### src/rtl/hc_scan.sv
// hc_scan: round-robin scanner sharing one sensor port across NCH channels.
// Fetches (ts1, ts2) per channel and keeps a hysteresis decision bit each.
module hc_scan #(
  parameter int NCH = 4,
  parameter int W   = 8,
  parameter int TH  = 10,
  parameter int TMO = 15,
  localparam int SW = $clog2(2*NCH),
  localparam int CW = $clog2(NCH)
) (
  input  logic           clk,
  input  logic           rst,
  input  logic           en,
  input  logic           err_clr,
  output logic           adc_req,
  output logic [SW-1:0]  adc_sel,
  input  logic           adc_ack,
  input  logic [W-1:0]   adc_data,
  output logic [NCH-1:0] out,
  output logic           upd,
  output logic [CW-1:0]  upd_ch,
  output logic           scan_done,
  output logic [NCH-1:0] err
);

  typedef enum logic [2:0] {
    IDLE, REQ_A, REQ_B, EVAL, NEXT
  } st_t;

  localparam logic [7:0] TLIM = 8'(TMO - 1);
  localparam logic [W:0] THW  = (W+1)'(TH);

  st_t           st, nst;
  logic [CW-1:0] ch;
  logic [W-1:0]  a, b;
  logic [7:0]    tcnt;
  logic          last;
  logic          tmo;
  logic          dec;
  logic [NCH-1:0] eset;
  logic [W:0]    aw, bw;

  assign last    = (ch == CW'(NCH - 1));
  assign adc_sel = {ch, st == REQ_B};
  assign aw      = {1'b0, a};
  assign bw      = {1'b0, b};

  // state register
  always_ff @(posedge clk or negedge rst) begin
    if (!rst) st <= IDLE;
    else      st <= nst;
  end

  // next state, request strobe, timeout and decision
  always_comb begin
    nst     = st;
    adc_req = 1'b0;
    tmo     = 1'b0;
    eset    = '0;
    dec     = out[ch];
    unique case (st)
      IDLE: begin
        if (en) nst = REQ_A;
      end
      REQ_A: begin
        adc_req = 1'b1;
        if (adc_ack) nst = REQ_B;
        else if (tcnt == TLIM) begin
          tmo = 1'b1;
          nst = NEXT;
        end
      end
      REQ_B: begin
        adc_req = 1'b1;
        if (adc_ack) nst = EVAL;
        else if (tcnt == TLIM) begin
          tmo = 1'b1;
          nst = NEXT;
        end
      end
      EVAL: begin
        nst = NEXT;
        if (!out[ch] && (aw > bw + THW)) dec = 1'b1;
        else if (out[ch] && (aw + THW < bw)) dec = 1'b0;
      end
      NEXT: begin
        if (!last || en) nst = REQ_A;
        else nst = IDLE;
      end
      default: nst = IDLE;
    endcase
    if (tmo) eset[ch] = 1'b1;
  end

  // channel pointer, samples, wait counter, decisions and flags
  always_ff @(posedge clk or negedge rst) begin
    if (!rst) begin
      ch        <= '0;
      a         <= '0;
      b         <= '0;
      tcnt      <= '0;
      out       <= '0;
      err       <= '0;
      upd       <= 1'b0;
      upd_ch    <= '0;
      scan_done <= 1'b0;
    end else begin
      upd       <= (st == EVAL);
      scan_done <= (st == NEXT) && last;
      err       <= (err & ~{NCH{err_clr}}) | eset;
      if (adc_req && !adc_ack && !tmo) tcnt <= tcnt + 8'd1;
      else tcnt <= '0;
      if (st == REQ_A && adc_ack) a <= adc_data;
      if (st == REQ_B && adc_ack) b <= adc_data;
      if (st == EVAL) begin
        out[ch] <= dec;
        upd_ch  <= ch;
      end
      if (st == NEXT) ch <= last ? '0 : ch + CW'(1);
    end
  end

endmodule

### config.mk
export PLATFORM = sky130hd
export DESIGN_NAME = hc_scan
export DESIGN_NICKNAME = d
export VERILOG_FILES = /design/src/rtl/hc_scan.sv
export SDC_FILE = /design/constraint.sdc
export NUM_CORES = 1
export LEC_CHECK = 0
export BUFFER_PORTS_ARGS = -buffer_cell sky130_fd_sc_hd__clkbuf_2
export CAP_MARGIN = 15
export CORE_MARGIN = 5
export CORE_UTILIZATION = 55
export DETAILED_ROUTE_END_ITERATION = 6
export GPL_TIMING_DRIVEN = 0
export PLACE_DENSITY = 0.82
export SLEW_MARGIN = 20
export SYNTH_ARGS = -nofsm -noshare
export SYNTH_HDL_FRONTEND = slang
export SYNTH_SLANG_ARGS = --single-unit
export TNS_END_PERCENT = 30
### constraint.sdc
create_clock -name clk -period 6.2 [get_ports clk]
set_input_delay 1.24 -clock clk [delete_from_list [all_inputs] [get_ports clk]]
set_output_delay 1.24 -clock clk [all_outputs]
set_load 0.1 [all_outputs]
==> metrics.md <==
| Metric | Value |
|---|---|
| Status | `finished, final reports clean` |
| Yosys cell types | `38` |
| Main flop type after synthesis | `dfrtp_1` |
| WL final | `between 4 and 5 mm` |
| Sink Count | `41` |
| Fmax | `0.341 GHz` |
| Setup tns final | `0 ns` |
| GR Util All Layers | `approximately a fifth` |
| Max Root-Sink Buffers | `2` |
| Mapped Area | `2250 um2` |
| Detailed-route via count | `between 1500 and 2000` |
| Pin count of the biggest net entering global routing | `42` |
| Startpoint Class | `flop` |
| Synth warn | `0` |
| Worst setup path startpoint | `st[1]` |
| Count of final hold-check violations | `0` |
| Post-Synthesis Net Count | `253` |
| Area leader, netlist | `dfrtp_1` |
| Final Skew | `0.00844 ns` |
| WL/cell | `15.0 um` |
| Ant. Diodes | `0` |
| Post-CTS Setup Inserts | `0` |
| Vias in the first global route | `1715` |
| Initial antenna violation count | `0` |
| Crit Reg-Reg Startpoint | `b[3]` |
| Area contributors post-synth | `dfrtp_1, ha_1, o21ai_0` |
| Post-route ant nets | `0` |
| Slew of the pin with the lowest slew margin | `around 0.88 ns` |
| Share of the synthesized area in the top cell type | `45.6%` |
| Fin. max-slew vios | `0` |
| Post-DP HPWL | `3.43 mm` |
| CTS resizes | `0` |
| Layout cells sized above 1 | `a little over a fifth` |
| Hold Startpoint | `upd_ch[1]` |
| Overflow left after global routing | `0` |
| Mapped Cells | `217` |
| Register area share after synthesis | `45.6%` |
| I/O pin total | `29` |
| CTS Buf Count | `5` |
| Met2 usage | `31.9%` |
| WS Path Type | `flop to primary output` |
| Crit path DAT | `1.69 ns` |
| Iteration-0 DRC Markers | `around 180` |
| Met3 usage | `4.59%` |
| Die width | `73.9 um` |
| Relative slew slack | `41.4%` |
| First-pass GRT wire length | `8.14 mm` |
| Die area | `5470 um2` |
| # DRC | `0` |
| Root Buffer | `clkbuf_8` |
| Hold Path Class | `flop to flop` |
| Rows | `23` |
| Worst-path clk slew | `0.08 ns` |
| RSZ-0062 raised after global routing | `no` |
| Top Usage Layer GRT | `met2` |
| Port buffer count | `28` |
| Number of vias per cell | `around 5.7` |
| Post-synth ARST share | `100%` |
| Global routing usage on met1 | `around 26%` |
| Worst-Skew Late Latency | `roughly 0.30 ns` |
| CP endpoint kind | `primary output` |
| Core Box Area | `3970 um2` |
| CTS tree | `built` |
| Period utilisation layout | `between 40% and 50%` |
| P&R area growth vs syn | `14.4%` |
| Yosys reg bits | `41` |
| Filler instances | `318` |
| Critical Path RT | `roughly 5 ns` |
| Nets | `288` |
| Syn_area_per_cell | `10.4 um2` |
| Fin crit period | `2.93 ns` |
| Max cap viols | `0` |
| Commonest cells post-synth | `dfrtp_1, ha_1, nand2_1` |
| First-pass DRT Iterations | `4` |
| Final setup viols | `0` |
| Top-count cell post-synth | `dfrtp_1` |
| H-tree Lvls | `2` |
| Final GP Congestion | `0.865` |
| Post-CTS Hold Buffers | `0` |
| Vert. Die Dim | `roughly 74 um` |
| Number of synthesized flops with an enable pin | `0` |
| Starting Density | `56.6%` |
| CP Max Fanout | `5` |
metal layers:
layer | vias up | share of wire, % | wire (um)
li1 | 833 | - | -
met2 | 47 | 50 | 2290
met3 | 8 | 4.2 | 190
met5 | - | 0 | 0
met4 | 0 | 1.6 | 74
met1 | 833 | 44 | 2000
state kept, by name (all words and copies together), names as in the netlist:
signal     count
upd            1
upd_ch         2
st             3
b              8
err            4
out            4
a              8
scan_done      1
tcnt           8
ch             2
critical path: stages (launching register included):
cell	delay, ns
dfrtp_1	0.43
nand2b_1	0.20
a21o_1	0.25
inv_1	0.07
clkbuf_2	0.44
through the flow:
| step | worst slack, ns | hold WS [ns] | std cells | util [%] | instance area (um2) |
|---|---|---|---|---|---|
| after floorplan | 3.12 | 0.474 | 217 | - | 2250 |
| after global placement | 3.60 | 0.469 | 295 | 61.7 | 2450 |
| after detailed placement | 3.61 | 0.479 | 295 | 61.7 | 2450 |
| after CTS | 3.26 | 0.498 | 303 | 64.7 | 2570 |
| after global routing | 3.17 | 0.533 | 303 | 64.7 | 2570 |
| final | 3.27 | 0.489 | 303 | 64.7 | 2570 |
final timing paths:
kind | to | slack [ns] | depth (start not counted)
min in group asynchronous | b[3] | 1.06 | 1
max in group asynchronous | a[3] | 4.60 | 1
min reg2reg | upd_ch[1] | 0.49 | 2
min | upd_ch[1] | 0.49 | 2
max reg2reg | out[1] | 3.57 | 8
max | adc_req | 3.27 | 4
final cells by class:
| class | instances | area (um2) | share of cell area (%) |
|---|---|---|---|
| plain buffers | 1 | 3.75 | 0.146 |
| clock buffers | 6 | 82.6 | 3.21 |
| clock inverters | 2 | 37.5 | 1.46 |
| inverters | 17 | 63.8 | 2.48 |
| multi-input cells | 158 | 1150 | 44.9 |
| flip-flops and latches | 41 | 1030 | 39.9 |
| well taps | 50 | 62.6 | 2.43 |
| repair buffers | 28 | 140 | 5.45 |
cells in the final DEF, fill, tap and decap left out, types with 2 or more instances in the layout:
cell,synthesis,final
o2111ai_1,2,2
a22o_1,4,4
clkbuf_8,0,6
nor2b_1,2,2
dfrtp_1,41,41
a211oi_1,3,3
nand2_1,20,20
a21oi_1,8,8
clkbuf_2,0,27
nand2b_1,3,3
ha_1,23,23
o21ai_0,18,18
inv_1,17,17
a31oi_1,5,5
xor2_1,7,7
or2_2,2,2
nor2_1,18,18
nand4_1,3,3
xnor2_1,9,9
mux2_2,8,8
nor3_1,5,5
kinds of logic after synthesis:
| kind of cell | synth area share, % |
|---|---|
| adder cells (fa/ha/maj) | 12.8 |
| flip-flops | 45.6 |
| buffers and inverters | 3.00 |
| multiplexers | 5.01 |
| AO/OA/AOI/OAI | 14.2 |
| AND/OR/NAND/NOR | 13.1 |
| XOR/XNOR | 6.23 |
Power is left out: the tool's default activity adds up to more than one toggle a clock period on the data nets, which glitch-free logic cannot reach.
